## src/rtl/sram22_generic.sv

```systemverilog
// Single-port synchronous SRAM model for the sram22 family: parametric size,
// lane write mask, optional output register and a post-reset array clear.
module sram22_generic #(
  parameter int DATA_WIDTH     = 22,
  parameter int ADDR_WIDTH     = 6,
  parameter int WMASK_WIDTH    = 1,
  parameter int OUT_REG        = 0,
  parameter int CLEAR_ON_RESET = 1
) (
`ifdef USE_POWER_PINS
  inout  wire                    vdd,
  inout  wire                    vss,
`endif
  input  logic                   clk,
  input  logic                   rstb,
  input  logic                   ce,
  input  logic                   we,
  input  logic [WMASK_WIDTH-1:0] wmask,
  input  logic [ADDR_WIDTH-1:0]  addr,
  input  logic [DATA_WIDTH-1:0]  din,
  output logic [DATA_WIDTH-1:0]  dout,
  output logic                   dout_valid,
  output logic                   busy
);

  // state | meaning
  // IDLE  | accepting reads and writes
  // CLEAR | zeroing one word per cycle, accesses ignored
  localparam logic ST_IDLE  = 1'b0;
  localparam logic ST_CLEAR = 1'b1;

  localparam int RAM_DEPTH = 1 << ADDR_WIDTH;
  localparam int LANE      = DATA_WIDTH / WMASK_WIDTH;

  generate
    if ((DATA_WIDTH % WMASK_WIDTH) != 0) begin : g_bad_mask
      $error("sram22_generic: WMASK_WIDTH must divide DATA_WIDTH");
    end
  endgenerate

  logic [DATA_WIDTH-1:0] mem [RAM_DEPTH];
  logic                  state;
  logic [ADDR_WIDTH-1:0] clr_addr;
  logic                  rd;
  logic                  wr;
  logic [DATA_WIDTH-1:0] rdata;

  assign rd    = (state == ST_IDLE) && ce && !we;
  assign wr    = (state == ST_IDLE) && ce && we;
  assign rdata = mem[addr];
  assign busy  = (state == ST_CLEAR);

  // Array has no reset; reset edges must leave contents alone.
  always_ff @(posedge clk) begin
    if (rstb) begin
      if (state == ST_CLEAR) begin
        mem[clr_addr] <= '0;
      end else if (wr) begin
        for (int i = 0; i < WMASK_WIDTH; i++) begin
          if (wmask[i]) mem[addr][i*LANE +: LANE] <= din[i*LANE +: LANE];
        end
      end
    end
  end

  always_ff @(posedge clk) begin
    if (!rstb) begin
      state    <= (CLEAR_ON_RESET != 0) ? ST_CLEAR : ST_IDLE;
      clr_addr <= '0;
    end else if (state == ST_CLEAR) begin
      clr_addr <= clr_addr + 1'b1;
      if (&clr_addr) state <= ST_IDLE;
    end
  end

  generate
    if (OUT_REG != 0) begin : g_out_reg
      logic [DATA_WIDTH-1:0] stage;
      logic                  stage_valid;

      always_ff @(posedge clk) begin
        if (!rstb) begin
          stage       <= '0;
          stage_valid <= 1'b0;
          dout        <= '0;
          dout_valid  <= 1'b0;
        end else begin
          stage_valid <= rd;
          if (rd) stage <= rdata;
          dout_valid  <= stage_valid;
          if (stage_valid) dout <= stage;
        end
      end
    end else begin : g_no_out_reg
      always_ff @(posedge clk) begin
        if (!rstb) begin
          dout       <= '0;
          dout_valid <= 1'b0;
        end else begin
          dout_valid <= rd;
          if (rd) dout <= rdata;
        end
      end
    end
  endgenerate

endmodule

```

## config.mk

```make
export PLATFORM = sky130hd
export DESIGN_NAME = sram22_generic
export DESIGN_NICKNAME = d
export VERILOG_FILES = /design/src/rtl/sram22_generic.sv
export SDC_FILE = /design/constraint.sdc
export NUM_CORES = 1
export LEC_CHECK = 0
export BUFFER_PORTS_ARGS = -buffer_cell sky130_fd_sc_hd__buf_2
export CORE_MARGIN = 10
export CORE_UTILIZATION = 50
export CTS_CLUSTER_SIZE = 40
export DETAILED_ROUTE_END_ITERATION = 7
export PLACE_DENSITY_LB_ADDON = 0.12
export SLEW_MARGIN = 25
export SYNTH_ARGS = -nofsm -noshare
export SYNTH_HDL_FRONTEND = slang
export SYNTH_SLANG_ARGS = --single-unit
```

## constraint.sdc

```tcl
create_clock -name clk -period 4.2 [get_ports clk]
set_input_delay 0.21 -clock clk [delete_from_list [all_inputs] [get_ports clk]]
set_output_delay 0.21 -clock clk [all_outputs]
set_load 0.005 [all_outputs]
```

# After elaboration in Yosys (flattened, before gate mapping)
# Memory sizes are Yosys's and may differ from the RTL's. A register that Yosys moved wholly into a read port is not among the register bits.
# Index checks and enable logic that the tools add are counted.
[word_totals]
register_bits = 8
mem_bits_rw = 1408
inputBits = 33
output_inout_bits = 24
elab_cells = 26
n_memories = 1
[memory_table]
columns = ["name", "depth", "word_bits", "read_ports", "rd_ports_with_merged_regs", "write_ports", "line", "rtl"]
rows = [
  ["mem", 64, 22, 1, 1, 1, "41", "logic [DATA_WIDTH-1:0] mem [RAM_DEPTH];"],
]
[classes]
n_addsub = 1
n_mux = 13
bitwise_logic = 1
n_reduce_logical = 7
[ops]
columns = ["op", "n"]
rows = [
  ["$mux 22", 1],
  ["$reduce_or 22->1", 1],
  ["$mux 1", 11],
  ["$add 6x1->6 const B", 1],
  ["$mux 6", 1],
  ["$reduce_and 6->1", 1],
  ["$logic_and 1x1->1", 3],
  ["$logic_not 1->1", 2],
  ["$not 1->1", 1],
]

# Longest topological paths before layout
[depth]
word_depth = 9
depth_mapped = 9
depth_no_buf = 5

# Worst setup path before layout
# OpenSTA, ideal clock, no wires.
[synth_timing]
path_kind = "reg-to-reg"
from = "reg state, in the netlist busy"
to = "mem mem[0][0], enable pin"
setup_time_ns = 0.401
arrival_time_ns = 2.754
required_time_ns = 3.799
setup_slack_ns = 1.045
stages_incl_launch_ff = 9
path_buffers = 3
period_less_slack_ns = 3.155
cell_sequence = "dfxtp_1 -> buf_2 -> nor2b_1 -> and4_1 -> clkbuf_1 -> buf_2 -> mux2i_1 -> nand2_1 -> nor2_1"
[synth_via]
elab_chain_len = 9
word_cells_on_any_way = 13
cone_classes = "mux (9); bitwise (1); reduce/logical (3)"
[synth_rtl]
columns = ["item", "line", "rtl"]
rows = [
  ["from (decl)", "42", "logic state;"],
  ["from (signal assigned)", "68", "state <= (CLEAR_ON_RESET != 0) ? ST_CLEAR : ST_IDLE;"],
  ["$not 1->1", "49", "assign wr = (state == ST_IDLE) && ce && we;"],
  ["$logic_and 1x1->1 (2 in series)", "49", ""],
  ["$mux 1", "58", "end else if (wr) begin"],
  ["$mux 1", "56", "if (state == ST_CLEAR) begin"],
  ["$mux 1", "55", "if (rstb) begin"],
  ["$mux 1 (implied by the code)", "60", "if (wmask[i]) mem[addr][i*LANE +: LANE] <= din[i*LANE +: LANE];"],
  ["$reduce_or 22->1 (no line)", "n/a", ""],
  ["$mux 6 (no line) or $mux 1 (tied branches)", "n/a", ""],
  ["to (decl)", "41", ""],
]
# Parallel ways exist; a longest one is shown, timed or not.

# Final worst setup path
[layout_timing]
from = "reg state, in the netlist busy"
to = "mem mem[56][2], enable pin"
# The elaborated chain is that of the path after synthesis.

==> out/results.tsv <==
stage	metric	value	unit
run_status	status	complete, no violations	
clocking	cts_root_buf	clkbuf_16	
pwr	ir_drop	0.000341	V
cells_and_area	regArea	0.0429	sq mm
floorplan	ios	57	
placed_design	port_buffers	56	
critical_path	endpoint_kind	flip-flop	
synthesis	syn_avg_cell_area	21.4	sq um
detailed_routing	first_pass_iters	5	
placed_design	place.gp.congestion	0.868	
synthesis	synth_area_leaders	edfxtp_1 (77%), mux4_2 (11%), mux2i_1 (3.8%)	
synthesis	synth_commonest_cells	edfxtp_1 (1,408), mux4_2 (258), mux2i_1 (207)	
pwr	power_density	459	mW/mm^2
clocking	clk_pin_slew_worst_paths	0.06	ns
synthesis	synth_top_area_cell	edfxtp_1	
cells_and_area	syn_to_final_growth	13.9	%
critical_path	start_kind	flip-flop	
floorplan	die-area	0.124	sq mm
detailed_routing	drc	0	
global_routing	grt-busiest-layer	met2	
synthesis	synth_flop_cell	edfxtp_1	
floorplan	placeableCoreArea	0.109	sq mm
synthesis	synth_top_family_by_area	multiplexers	
detailed_routing	postRouteAntennaNets	0	
critical_path	crit_chain	nor2b_1 -> and4_1 -> buf_4 -> mux2_2 -> nand2_1 -> nor2_2 -> buf_4	
synthesis	synthCells	2575	
synthesis	synthAdderAreaFrac	0.000227	
global_routing	antenna_found_initial	6	
timing	relSlewSlack	0.336	
critical_path	slowest_delay	0.58	ns
critical_path	critPathSlowestCell	nand2_1	
clocking	ctsResizeCount	0	
synthesis	synth_mux_area_frac	0.146	
timing	setup_viol_count_final	0	
synthesis	ys_types	41	
timing	rsz0062_at_grt	no	
timing	fin_hold_ws	0.108	ns
timing	fmax	285	MHz
synthesis	synth_compound_area_frac	0.0390	
floorplan	initial_core_util	0.505	
timing	fin_worst_skew	0.0165	ns
pwr	p_leak	20.6	nW
clocking	cts.htree.levels	4	
critical_path	path_max_fanout	22	
synthesis	yosys_register_bits	1438	
floorplan	rows	121	
synthesis	syn_area	0.0550	sq mm
global_routing	use_met2	0.338	
detailed_routing	first_iter_violations	2812	
critical_path	crit_top_cell	buf_4	
floorplan	die_w	352	um
critical_path	worstPathArrival	3.91	ns
global_routing	grt_overflow	0	
detailed_routing	wl_per_cell	31.5	um
timing	finalCriticalPeriod	3.51	ns
worst_hold_path	hold_start	din[10]	
synthesis	synth_top_area_share	0.769	
critical_path	reg2reg_from	busy	
detailed_routing	drt-total-wl	136000	um
clocking	cts_tree	done	
timing	fin_tns_setup	0	ns
cells_and_area	multi_input_area	0.0117	sq mm
clocking	cts_buffers	147	
global_routing	grt_max_degree	70	
synthesis	synthMostInstantiatedCell	edfxtp_1	
clocking	clock_sinks	1438	
synthesis	synth-simple-area-share	0.0212	
global_routing	use_met3	0.0419	
global_routing	grt_pass1_wl	197000	um
timing	hold_viol_final	0	
placed_design	dp_hpwl	83300	um
critical_path	criticalPathCategory	reg -> reg	
cells_and_area	fill_cells	7985	
clocking	insertion_delay	0.76	ns
clocking	cts_buffer_depth	3	
global_routing	grt_usage	0.223	
synthesis	synth_edf_count	1408	
detailed_routing	viasPerCell	6.20	
critical_path	worstPathRequired	4.60	ns
critical_path	setup.worst_path.start	busy	
worst_hold_path	min_path_type	in -> reg	
synthesis	synth_nets	2609	
cells_and_area	drive_gt1_frac	0.270	
global_routing	grt_pass1_vias	27000	
job	max_cap_violations	0	
timing	slew_violations	0	
synthesis	ys_seq_area_frac	0.780	
global_routing	met1_usage	0.332	
floorplan	die_h	352	um
timing	finalCritPeriodShare	0.836	
cells_and_area	final_nets	2831	
pwr	power	28.7	mW
synthesis	synth_xor_area_frac	0.000637	
timing	worstMarginPinSlew	0.994	ns
synthesis	ys_async_sr_fraction	0	
synthesis	yosys_warnings	0	
detailed_routing	via_count	26900	
## power breakdown
group / internal, mW / switching [mW] / leakage [nW]
clock network: 7.08 / 5.29 / 2.20
logic: 0.308 / 0.485 / 4.89
registers: 15.6 / 0.0141 / 13.5
## stage by stage
step | utilization | setup slack, ns | instance area (sq um) | instances
2_1_floorplan | - | 1.04 | 55000 | 2575
3_3_place_gp | 0.533 | 0.752 | 58100 | 4058
3_5_place_dp | 0.533 | 0.747 | 58100 | 4058
4_1_cts | 0.575 | 0.718 | 62700 | 4325
5_1_grt | 0.575 | 0.582 | 62700 | 4325
6_report | 0.575 | 0.689 | 62700 | 4331
## final timing paths
| kind | end | slack [ns] | depth (start not counted) |
|---|---|---|---|
| hold reg to reg | dout[13] | 0.59 | 3 |
| setup reg to reg | mem[56][2] | 0.69 | 7 |
| hold / removal | mem[53][10] | 0.11 | 2 |
| setup / recovery | mem[56][2] | 0.69 | 7 |
## placed cells by master (no fill, tap or decap), types with 6 or more instances in the layout
| master | n |
|---|---|
| diode_2 | 6 |
| clkbuf_1 | 43 |
| dfxtp_1 | 30 |
| a22o_1 | 23 |
| clkinv_1 | 28 |
| buf_2 | 54 |
| nor2_2 | 65 |
| a21oi_1 | 22 |
| o211ai_1 | 21 |
| inv_6 | 10 |
| buf_12 | 25 |
| a221oi_2 | 21 |
| mux2i_1 | 207 |
| clkinv_2 | 17 |
| and2_2 | 23 |
| clkbuf_16 | 149 |
| buf_4 | 131 |
| mux4_2 | 258 |
| nand2_1 | 47 |
| a22oi_1 | 155 |
| a31oi_1 | 22 |
| edfxtp_1 | 1408 |
| nand3_1 | 46 |
| or3_1 | 22 |
| bufinv_16 | 8 |
## state kept, by name (all words and copies together) (netlist names)
register and flops:
dout_valid 1, clr_addr 6, dout 22, mem 1408, busy 1
## worst max-delay path, delay by kind of cell (launching register included)
kind	cells	cell delay, ns
buffers and inverters	2	0.71
flip-flops	1	0.46
multiplexers	1	0.19
AND/OR/NAND/NOR	4	1.77
## kinds of logic (layout without fill, tap and decap cells)
kind of cell	Yosys count	count (layout)
XOR/XNOR	4	4
AND/OR/NAND/NOR	240	240
flip-flops	1438	1438
adder cells (fa/ha/maj)	1	1
buffers and inverters	146	482
multiplexers	474	474
other	0	6
AO/OA/AOI/OAI	272	272
## cell type report
class | instances | area share
inverter | 3 | 0.000180
clock inverter | 68 | 0.00926
antenna | 6 | 0.000240
timing repair buffer | 216 | 0.0291
clock buffer | 195 | 0.0627
multi-input combinational | 991 | 0.186
sequential | 1438 | 0.684
tap | 1414 | 0.0282
## metal layers
layer | wire length, um | share of wire
met3 | 10500 | 0.077
met2 | 63600 | 0.47
met1 | 59100 | 0.43
met4 | 3180 | 0.023
met5 | 10 | 0.000073
## timing repair
action	CTS	global route
hold endpoints to repair	11	0
buffers inserted	0	0
hold buffers	4	0
setup endpoints to repair	0	0
(Power assumes the default switching activity.)
